--- src/rtl/cnn_pkg.sv ---
// Shared constants for the CNN pipeline: frame/kernel geometry defaults,
// derived output sizes and counter widths used by the feeder, the window
// generator and the convolution stages.
package cnn_pkg;

    // Pixel and frame geometry defaults
    localparam int unsigned I_F_BW = 8;
    localparam int unsigned IX     = 28;
    localparam int unsigned IY     = 28;
    localparam int unsigned KX     = 5;
    localparam int unsigned KY     = 5;

    // Valid-convolution output size (no padding, stride 1)
    localparam int unsigned OX = IX - KX + 1;
    localparam int unsigned OY = IY - KY + 1;

    // Position counter widths
    localparam int unsigned COL_W = $clog2(IX);
    localparam int unsigned ROW_W = $clog2(IY);

    // Bit offset of window element (r,c) inside a flattened KY*KX window
    function automatic int unsigned win_lsb(input int unsigned r,
                                            input int unsigned c,
                                            input int unsigned kx,
                                            input int unsigned bw);
        return (r * kx + c) * bw;
    endfunction

endpackage

--- src/rtl/line_buffer_row.sv ---
// Single image-row delay line: each enabled write returns the sample that
// was written DEPTH enables earlier. Storage is a circular buffer so it maps
// onto SRL / distributed RAM; only the pointer is reset.
module line_buffer_row #(
    parameter int unsigned W     = 8,
    parameter int unsigned DEPTH = 28
) (
    input  logic         clk_i,
    input  logic         rst_ni,
    input  logic         en_i,
    input  logic [W-1:0] din_i,
    output logic [W-1:0] dout_o
);

    localparam int unsigned PW = (DEPTH > 1) ? $clog2(DEPTH) : 1;
    localparam logic [PW-1:0] PTR_LAST = PW'(DEPTH - 1);

    logic [W-1:0]  mem_q [DEPTH];
    logic [PW-1:0] ptr_q;
    logic [PW-1:0] ptr_d;

    // The slot about to be overwritten holds the oldest sample
    assign dout_o = mem_q[ptr_q];

    // Advance the circular pointer on every enabled write
    always_comb begin
        ptr_d = ptr_q;
        if (en_i) begin
            ptr_d = (ptr_q == PTR_LAST) ? '0 : ptr_q + 1'b1;
        end
    end

    // Pointer register
    always_ff @(posedge clk_i or negedge rst_ni) begin
        if (!rst_ni) begin
            ptr_q <= '0;
        end else begin
            ptr_q <= ptr_d;
        end
    end

    // Sample storage, contents are don't-care until a full row has passed
    always_ff @(posedge clk_i) begin
        if (en_i) begin
            mem_q[ptr_q] <= din_i;
        end
    end

endmodule

--- src/rtl/conv_window_gen.sv ---
// Streaming KY x KX sliding-window generator (stride 1, no padding).
// Raster-order pixels enter one per i_in_valid; KY-1 cascaded row delays
// supply the older rows, a register window shifts left per pixel, and every
// complete window is registered to the outputs one cycle after its last pixel.
module conv_window_gen #(
    parameter int unsigned I_F_BW = cnn_pkg::I_F_BW,
    parameter int unsigned IX     = cnn_pkg::IX,
    parameter int unsigned IY     = cnn_pkg::IY,
    parameter int unsigned KX     = cnn_pkg::KX,
    parameter int unsigned KY     = cnn_pkg::KY
) (
    input  logic                        clk,
    input  logic                        reset_n,
    input  logic                        i_in_valid,
    input  logic [I_F_BW-1:0]           i_pixel,
    output logic [KY*KX*I_F_BW-1:0]     o_window,
    output logic                        o_window_valid,
    output logic [$clog2(IY)-1:0]       o_win_row,
    output logic [$clog2(IX)-1:0]       o_win_col,
    output logic                        o_frame_done
);

    import cnn_pkg::*;

    localparam int unsigned CW = $clog2(IX);
    localparam int unsigned RW = $clog2(IY);
    localparam int unsigned WW = KY * KX * I_F_BW;

    localparam logic [CW-1:0] COL_LAST  = CW'(IX - 1);
    localparam logic [RW-1:0] ROW_LAST  = RW'(IY - 1);
    localparam logic [CW-1:0] COL_FIRST = CW'(KX - 1);
    localparam logic [RW-1:0] ROW_FIRST = RW'(KY - 1);

    // Position of the incoming pixel
    logic [CW-1:0] col_q, col_d;
    logic [RW-1:0] row_q, row_d;

    // Row delay chain and window storage
    logic [I_F_BW-1:0] lb_in   [KY-1];
    logic [I_F_BW-1:0] lb_out  [KY-1];
    logic [I_F_BW-1:0] col_src [KY];
    logic [I_F_BW-1:0] win_q   [KY][KX];
    logic [I_F_BW-1:0] win_d   [KY][KX];
    logic [WW-1:0]     window_d;

    // Registered outputs
    logic [WW-1:0] window_q;
    logic          valid_q;
    logic          done_q;
    logic [RW-1:0] win_row_q, win_row_d;
    logic [CW-1:0] win_col_q, win_col_d;

    logic win_ok;
    logic last_px;

    // Line buffers cascade from the newest row (KY-2) down to the oldest (0)
    for (genvar k = 0; k < KY - 1; k++) begin : g_lb
        if (k == KY - 2) begin : g_head
            assign lb_in[k] = i_pixel;
        end else begin : g_tail
            assign lb_in[k] = lb_out[k + 1];
        end

        line_buffer_row #(
            .W     (I_F_BW),
            .DEPTH (IX)
        ) u_row (
            .clk_i  (clk),
            .rst_ni (reset_n),
            .en_i   (i_in_valid),
            .din_i  (lb_in[k]),
            .dout_o (lb_out[k])
        );
    end

    // New right-hand column: buffered rows on top, live pixel at the bottom
    for (genvar r = 0; r < KY; r++) begin : g_src
        if (r == KY - 1) begin : g_live
            assign col_src[r] = i_pixel;
        end else begin : g_buf
            assign col_src[r] = lb_out[r];
        end
    end

    // Shifted window and its flattened image, used both for the window
    // register and for the output register so the output reflects the pixel
    // accepted in the same edge
    for (genvar r = 0; r < KY; r++) begin : g_wr
        for (genvar c = 0; c < KX; c++) begin : g_wc
            localparam int unsigned LSB = win_lsb(r, c, KX, I_F_BW);
            if (c == KX - 1) begin : g_new
                assign win_d[r][c] = col_src[r];
            end else begin : g_shift
                assign win_d[r][c] = win_q[r][c + 1];
            end
            assign window_d[LSB +: I_F_BW] = win_d[r][c];
        end
    end

    // Raster counters, window qualification and end-of-frame detection
    always_comb begin
        col_d     = col_q;
        row_d     = row_q;
        win_ok    = 1'b0;
        last_px   = 1'b0;
        win_row_d = row_q - ROW_FIRST;
        win_col_d = col_q - COL_FIRST;
        if (i_in_valid) begin
            win_ok  = (row_q >= ROW_FIRST) && (col_q >= COL_FIRST);
            last_px = (row_q == ROW_LAST) && (col_q == COL_LAST);
            if (col_q == COL_LAST) begin
                col_d = '0;
                row_d = (row_q == ROW_LAST) ? '0 : row_q + 1'b1;
            end else begin
                col_d = col_q + 1'b1;
            end
        end
    end

    // Counter registers
    always_ff @(posedge clk or negedge reset_n) begin
        if (!reset_n) begin
            col_q <= '0;
            row_q <= '0;
        end else begin
            col_q <= col_d;
            row_q <= row_d;
        end
    end

    // Window shift register, unreset: gated downstream by the valid flag
    always_ff @(posedge clk) begin
        if (i_in_valid) begin
            win_q <= win_d;
        end
    end

    // Output registers; data and position hold while no window is produced
    always_ff @(posedge clk or negedge reset_n) begin
        if (!reset_n) begin
            window_q  <= '0;
            valid_q   <= 1'b0;
            done_q    <= 1'b0;
            win_row_q <= '0;
            win_col_q <= '0;
        end else begin
            valid_q <= win_ok;
            done_q  <= last_px;
            if (win_ok) begin
                window_q  <= window_d;
                win_row_q <= win_row_d;
                win_col_q <= win_col_d;
            end
        end
    end

    assign o_window       = window_q;
    assign o_window_valid = valid_q;
    assign o_win_row      = win_row_q;
    assign o_win_col      = win_col_q;
    assign o_frame_done   = done_q;

endmodule

--- config.mk ---
export PLATFORM = sky130hd
export DESIGN_NAME = conv_window_gen
export DESIGN_NICKNAME = d
export VERILOG_FILES = /design/src/rtl/cnn_pkg.sv /design/src/rtl/line_buffer_row.sv /design/src/rtl/conv_window_gen.sv
export SDC_FILE = /design/constraint.sdc
export NUM_CORES = 1
export LEC_CHECK = 0
export CAP_MARGIN = 0
export CORE_UTILIZATION = 52
export CTS_CLUSTER_DIAMETER = 150
export CTS_CLUSTER_SIZE = 20
export DETAILED_ROUTE_END_ITERATION = 6
export PLACE_DENSITY = 0.66
export SYNTH_ARGS = -nofsm -noshare
export SYNTH_HDL_FRONTEND = slang
export SYNTH_HIERARCHICAL = 1
export SYNTH_SLANG_ARGS = --single-unit
--- constraint.sdc ---
create_clock -name clk -period 3.1 [get_ports clk]
set_input_delay 0.62 -clock clk [delete_from_list [all_inputs] [get_ports clk]]
set_output_delay 0.62 -clock clk [all_outputs]
set_load 0.01 [all_outputs]
==> flow_metrics.env, run 1 <==
export IMPL_syn_area_um2=50300
export IMPL_postLayoutCoreUtil_pct=59.8
export IMPL_final_min_clock_period_ns=2.77
export IMPL_ios=223
export IMPL_run_status="finished, final reports clean"
export IMPL_final_common_cell="edfxtp_1"
export IMPL_pwr_share_comb_pct=33.2
export IMPL_power_share_sequential_pct=48.5
export IMPL_drc=0
export IMPL_dieArea_um2=98000
export IMPL_grt_start_max_net_pins=74
export IMPL_final_max_slew_viol_count=0
export IMPL_layout_common_cells="1,056 x edfxtp_1, 234 x dfrtp_1, 220 x clkdlybuf4s50_1"
export IMPL_clk_path_buf_depth=3
export IMPL_antenna_found_initial=2
export IMPL_async_flop_share_pct=18.6
export IMPL_drive_above_1_share_pct=21.3
export IMPL_wl_per_cell_um=24.9
export IMPL_ys_ff_latch=1298
export IMPL_ir_worst_vdd_mv=0.606
export IMPL_htreeDepth=3
export IMPL_grt_pass1_wl_um=156000
export IMPL_drt_iter0_markers=2377
export IMPL_endpoint_kind="flip-flop"
export IMPL_hp_class="input port to flip-flop"
export IMPL_post_dp_hpwl_um=65400
export IMPL_worst_pin_slew_ns=1.03
export IMPL_yosysUniqueCellTypes=48
export IMPL_gr_total_overflow=0
export IMPL_cp_data_arrival_time_ns=3.28
export IMPL_synth_edf_count=1056
export IMPL_crit_path_frequent_cell="buf_4"
export IMPL_design_area_um2=57100
export IMPL_start_util_pct=52.7
export IMPL_fin_tns_setup_ns=0
export IMPL_wirelength_um=103000
export IMPL_die_w_um=313
export IMPL_cp_start_kind="flip-flop"
export IMPL_worstPathCellList="buf_4 -> mux4_1 -> a22oi_1 -> nand3b_1 -> buf_4 -> mux2_4"
export IMPL_power_density_nw_per_um2=966
export IMPL_finalSetupViolCount=0
export IMPL_path_class="flip-flop to flip-flop"
export IMPL_path_clk_slew_ns=0.08
export IMPL_slew_headroom_pct=31.3
export IMPL_finalCritPeriodShare_pct=89.2
export IMPL_finClkSkew_ns=0.0362
export IMPL_die_h_um=313
export IMPL_cts_root_buf="clkbuf_16"
export IMPL_synthesis_nets=2506
export IMPL_cts_sinks=1298
export IMPL_yosysWarnings=6
export IMPL_cts_tree="built"
export IMPL_timing_fmax_ghz=0.361
export IMPL_placed_area_um2=54900
export IMPL_max_cap_violations=0
export IMPL_slowest_stage="dfrtp_2"
export IMPL_synthCells=2463
export IMPL_gp_congestion=0.830
export IMPL_crit_required_ns=3.62
export IMPL_dr_pass1_iters=7
export IMPL_track_usage_pct=21.2
export IMPL_core_area_um2=95400
export IMPL_vias=23862
export IMPL_syn2layout_area_growth_pct=13.4
export IMPL_timing_final_hold_violations=0
export IMPL_swShare_pct=30.8
export IMPL_clkPwrFrac_pct=18.3
export IMPL_path_max_fanout=30
export IMPL_rsz0062_at_grt="false"
export IMPL_detail_route_antenna_nets=0
export IMPL_ys_seq_area_share_pct=75.1
export IMPL_diodes=0
export IMPL_p_int_mw=38.1
export IMPL_numCtsBuffers=74
export IMPL_totalPowerFinal_mw=55.1
export IMPL_p_sw_mw=17.0
export IMPL_portBuffers=222
export IMPL_power_leakage_nw=19.9
export IMPL_fp_row_count=113
export IMPL_viasPerCell=5.77
export IMPL_clkLatencyLatePin_ns=0.65
export IMPL_synth_area_per_cell_um2=20.4
export IMPL_fin_nets=2852
export IMPL_grt_pass1_vias=24587
export IMPL_critPathMaxStageDelay_ns=0.66
export IMPL_ys_flop_type="edfxtp_1"
-- final timing paths --
check / startpoint / to / slack (ns) / depth (start not counted)
min in group asynchronous: reset_n / o_window[195] / 0.52 / 2
max reg2reg: g_lb[1].u_row/ptr_q[0] / o_window[72] / 0.33 / 6
max: g_lb[1].u_row/ptr_q[0] / o_window[72] / 0.33 / 6
min reg2reg: win_d[148] / win_d[156] / 0.45 / 0
min: i_in_valid / g_lb[3].u_row/ptr_q[1] / 0.40 / 3
max in group asynchronous: reset_n / o_window[40] / 1.52 / 3
-- stage by stage --
stage | hold slack, ns | setup WS (ns) | cells
3_3_place_gp | 0.427 | 0.391 | 3997
3_5_place_dp | 0.435 | 0.394 | 3997
5_1_grt | 0.373 | 0.229 | 4134
6_report | 0.398 | 0.334 | 4134
4_1_cts | 0.362 | 0.317 | 4134
2_1_floorplan | 0.324 | 0.421 | 2463
-- logic make-up after synthesis --
family	synth area share, %
compound gates	2.09
xor+xnor	0.191
fa+ha+maj	0.796
buf+inv	1.95
flops	75.1
mux	16.6
simple gates	3.36
-- power by group through the flow --
stage	clock [mW]	combinational, mW	sequential [mW]
5_1_grt	11.0	19.5	27.1
3_3_place_gp	0	17.9	27.0
6_report	10.1	18.3	26.7
4_1_cts	10.4	18.5	26.8
2_1_floorplan	0	9.92	26.9
3_5_place_dp	0	18.4	27.1
-- critical path: cells and delay by family (launching register included) --
kind                   cells  cell delay [ns]
AOI/OAI and AO/OA          1             0.35
DFF                        1             0.66
and+or+nand+nor            1             0.14
buffers and inverters      2             0.60
muxes                      2             0.86
-- synthesized netlist by cell type, drive strengths merged (2+ instances only) --
master / number / area share, %
a31oi: 20 / 0.25
nor2: 135 / 1.0
o211ai: 9 / 0.13
nand3: 20 / 0.22
a22oi: 52 / 0.78
nor3: 8 / 0.080
and2: 16 / 0.20
or2: 4 / 0.050
and3b: 4 / 0.070
mux2: 213 / 6.0
inv: 27 / 0.21
a22o: 12 / 0.21
buf: 94 / 1.5
clkinv: 4 / 0.030
a21oi: 9 / 0.090
nand3b: 24 / 0.36
or3: 4 / 0.050
o21ai: 34 / 0.34
clkbuf: 23 / 0.17
mux4: 208 / 9.8
ha: 32 / 0.80
dfrtp: 242 / 12
o2111ai: 4 / 0.070
xor2: 10 / 0.17
a32oi: 4 / 0.070
nor2b: 12 / 0.15
nand2: 110 / 0.82
a2111o: 2 / 0.045
mux2i: 34 / 0.68
nand2b: 5 / 0.062
nand4: 22 / 0.27
edfxtp: 1056 / 63
o22ai: 4 / 0.050
-- layer usage --
layer / global-route usage [%] / up-vias / wire length, µm
met5: 0 / - / 0
met3: 3.78 / 134 / 6490
li1: - / 10469 / -
met4: 5.27 / 0 / 2400
met1: 30.7 / 12508 / 44600
met2: 33.6 / 751 / 49600
-- state kept, by name, indices dropped and copies added (netlist names) --
signal,cells
g_lb.u_row/mem_q,896
o_window,200
win_d,160
g_lb.u_row/ptr_q,20
col_q,5
o_win_col,5
o_win_row,5
row_q,5
o_frame_done,1
o_window_valid,1
-- repair_timing --
item	in CTS	in global routing
gates resized for setup	0	0
hold buffers	1	0
hold endpoints to repair	57	0
buffers inserted	0	0
-- area by class of cell --
| type | count | area, µm² |
|---|---|---|
| well taps | 1265 | 1580 |
| repair buffers | 387 | 3810 |
| clock inverters | 1 | 16.3 |
| fillers | 6819 | 38400 |
| inverters | 31 | 129 |
| flip-flops and latches | 1298 | 37800 |
| multi-input cells | 1017 | 11600 |
| clock buffers | 135 | 2180 |
Note: power is estimated with default switching activity, not from simulation.
==> run 2: changes to the inputs <==
--- a/config.mk
+++ b/config.mk
@@ -5,12 +5,13 @@
 export SDC_FILE = /design/constraint.sdc
 export NUM_CORES = 1
 export LEC_CHECK = 0
-export CAP_MARGIN = 0
+export CAP_MARGIN = 40
 export CORE_UTILIZATION = 52
-export CTS_CLUSTER_DIAMETER = 150
+export CTS_CLUSTER_DIAMETER = 120
 export CTS_CLUSTER_SIZE = 20
 export DETAILED_ROUTE_END_ITERATION = 6
 export PLACE_DENSITY = 0.66
+export REMOVE_ABC_BUFFERS = 1
 export SYNTH_ARGS = -nofsm -noshare
 export SYNTH_HDL_FRONTEND = slang
 export SYNTH_HIERARCHICAL = 1
==> run 2 against run 1 <==
  * Die area is the same
  * Sequential power is essentially flat
  * Register-to-register slack is essentially flat
  * Clock skew shrank 0.0082 ns
  * Critical path type unchanged
  * Total power is essentially flat
  * Final area grew 0.19%
  * Largest power group unchanged
  * Highest routed layer unchanged
  * Critical path depth is the same
  * Final cell count grew 0.24%
==> flow_metrics.env, run 2 (synthesis gave the netlist of run 1 again) <==
export IMPL_run_status="finished, final reports clean"
export IMPL_final_common_cell="edfxtp_1"
export IMPL_critPathMaxStageDelay_ns=0.80
export IMPL_diodes=0
export IMPL_worstPathCellList="buf_12 -> mux4_1 -> a22oi_1 -> nand3b_1 -> buf_4 -> mux2_4"
export IMPL_grt_pass1_wl_um=156000
export IMPL_totalPowerFinal_mw=55.2
export IMPL_drive_above_1_share_pct=21.6
export IMPL_numCtsBuffers=74
export IMPL_core_area_um2=95400
export IMPL_power_density_nw_per_um2=965
export IMPL_regMostFlops="g_lb.u_row/mem_q"
export IMPL_hold_slack_ns=0.385
export IMPL_clk_path_buf_depth=3
export IMPL_gp_congestion=0.816
export IMPL_design_area_um2=57200
export IMPL_grt_start_max_net_pins=68
export IMPL_largest_reg_flops=896
export IMPL_detail_route_antenna_nets=0
export IMPL_die_h_um=313
export IMPL_ir_worst_vdd_mv=0.579
export IMPL_timing_fmax_ghz=0.360
export IMPL_multi_input_area_um2=11600
export IMPL_wirelength_um=101000
export IMPL_hp_class="input port to flip-flop"
export IMPL_wl_per_cell_um=24.5
export IMPL_fp_row_count=113
export IMPL_htreeDepth=3
export IMPL_rsz0062_at_grt="false"
export IMPL_dr_pass1_iters=7
export IMPL_antenna_found_initial=1
export IMPL_post_dp_hpwl_um=64500
export IMPL_vias=23922
export IMPL_gr_total_overflow=0
export IMPL_path_max_fanout=23
export IMPL_path_class="flip-flop to flip-flop"
export IMPL_final_min_clock_period_ns=2.78
export IMPL_cts_root_buf="clkbuf_16"
export IMPL_cp_start_kind="flip-flop"
export IMPL_grt_pass1_vias=24827
export IMPL_cts_hold_buf=1
export IMPL_viasPerCell=5.77
export IMPL_timing_final_hold_violations=0
export IMPL_endpoint_kind="flip-flop"
export IMPL_slew_headroom_pct=38.3
export IMPL_max_cap_violations=0
export IMPL_ios=223
export IMPL_finalSetupViolCount=0
export IMPL_dp_cells=4004
export IMPL_die_w_um=313
export IMPL_track_usage_pct=21.0
export IMPL_syn2layout_area_growth_pct=13.7
export IMPL_final_max_slew_viol_count=0
export IMPL_cts_sinks=1298
export IMPL_worst_pin_slew_ns=0.922
export IMPL_regArea_um2=37800
export IMPL_drt_iter0_markers=2314
export IMPL_postLayoutCoreUtil_pct=59.9
export IMPL_drc=0
export IMPL_cp_data_arrival_time_ns=3.32
export IMPL_clkLatencyLatePin_ns=0.67
export IMPL_cts_resized=0
export IMPL_finalCritPeriodShare_pct=89.6
export IMPL_slowest_stage="dfrtp_2"
export IMPL_layout_common_cells="1,056 x edfxtp_1, 234 x dfrtp_1, 220 x clkdlybuf4s50_1"
export IMPL_fin_nets=2860
export IMPL_finClkSkew_ns=0.0281
export IMPL_crit_required_ns=3.64
export IMPL_path_clk_slew_ns=0.09
export IMPL_cts_tree="built"
export IMPL_post_cts_setup_buffers=0
export IMPL_power_leakage_nw=20.0
export IMPL_final_cell_count_no_fill=4144
export IMPL_nFillCells=6852
export IMPL_start_util_pct=52.7
export IMPL_placed_area_um2=55000
export IMPL_dieArea_um2=98000
export IMPL_portBuffers=222
## run 2: changes by cell type in the layout (fill, tap and decap cells not counted), sizes merged
cell | previous run | this run
buf | 166 | 174
inv | 26 | 30
clkbuf | 135 | 132
clkinv | 6 | 7
## run 2: path summary, 6_finish.rpt
| path | startpoint | endpoint | slack (ns) | cells past startpoint |
|---|---|---|---|---|
| worst max-delay path | g_lb[3].u_row/ptr_q[0] | o_window[155] | 0.32 | 6 |
| worst min-delay path | i_in_valid | win_d[77] | 0.39 | 1 |
| worst max register to register | g_lb[3].u_row/ptr_q[0] | o_window[155] | 0.32 | 6 |
| worst min register to register | win_d[61] | win_d[69] | 0.45 | 0 |
| max in group asynchronous | reset_n | o_window[24] | 1.80 | 3 |
| min in group asynchronous | reset_n | o_window[120] | 0.55 | 2 |
## run 2: critical path: cells and delay by family (launching register included)
| kind | cells | cell delay [ns] |
|---|---|---|
| multiplexers | 2 | 0.87 |
| flip-flops | 1 | 0.80 |
| buffers and inverters | 2 | 0.50 |
| AO/OA/AOI/OAI | 1 | 0.30 |
| AND/OR/NAND/NOR | 1 | 0.16 |
## run 2: power by group
group,switching (mW),internal (mW)
Clock,5.42,4.66
Sequential,1.89,24.7
Combinational,9.72,8.79
## run 2: final cells by class
class	instances	area share, %
Timing Repair Buffer	395	6.90
Clock inverter	6	0.118
Sequential cell	1298	66.1
Tap cell	1265	2.77
Multi-Input combinational cell	1017	20.3
Inverter	31	0.225
Clock buffer	132	3.67
## run 2: through the flow
| stage | TNS [ns] | setup WS, ns |
|---|---|---|
| 2_1_floorplan | -572.95 | -0.946 |
| 3_3_place_gp | 0 | 0.327 |
| 3_5_place_dp | 0 | 0.308 |
| 4_1_cts | 0 | 0.277 |
| 5_1_grt | 0 | 0.193 |
| 6_report | 0 | 0.322 |
## run 2: routing by layer
layer | vias to the layer above | global-route usage [%] | part of all wire, %
met5 | - | 0 | 0
met4 | 0 | 5.67 | 2.1
met3 | 126 | 3.84 | 6.8
met2 | 765 | 32.4 | 47
met1 | 12521 | 31.1 | 44
li1 | 10510 | - | -
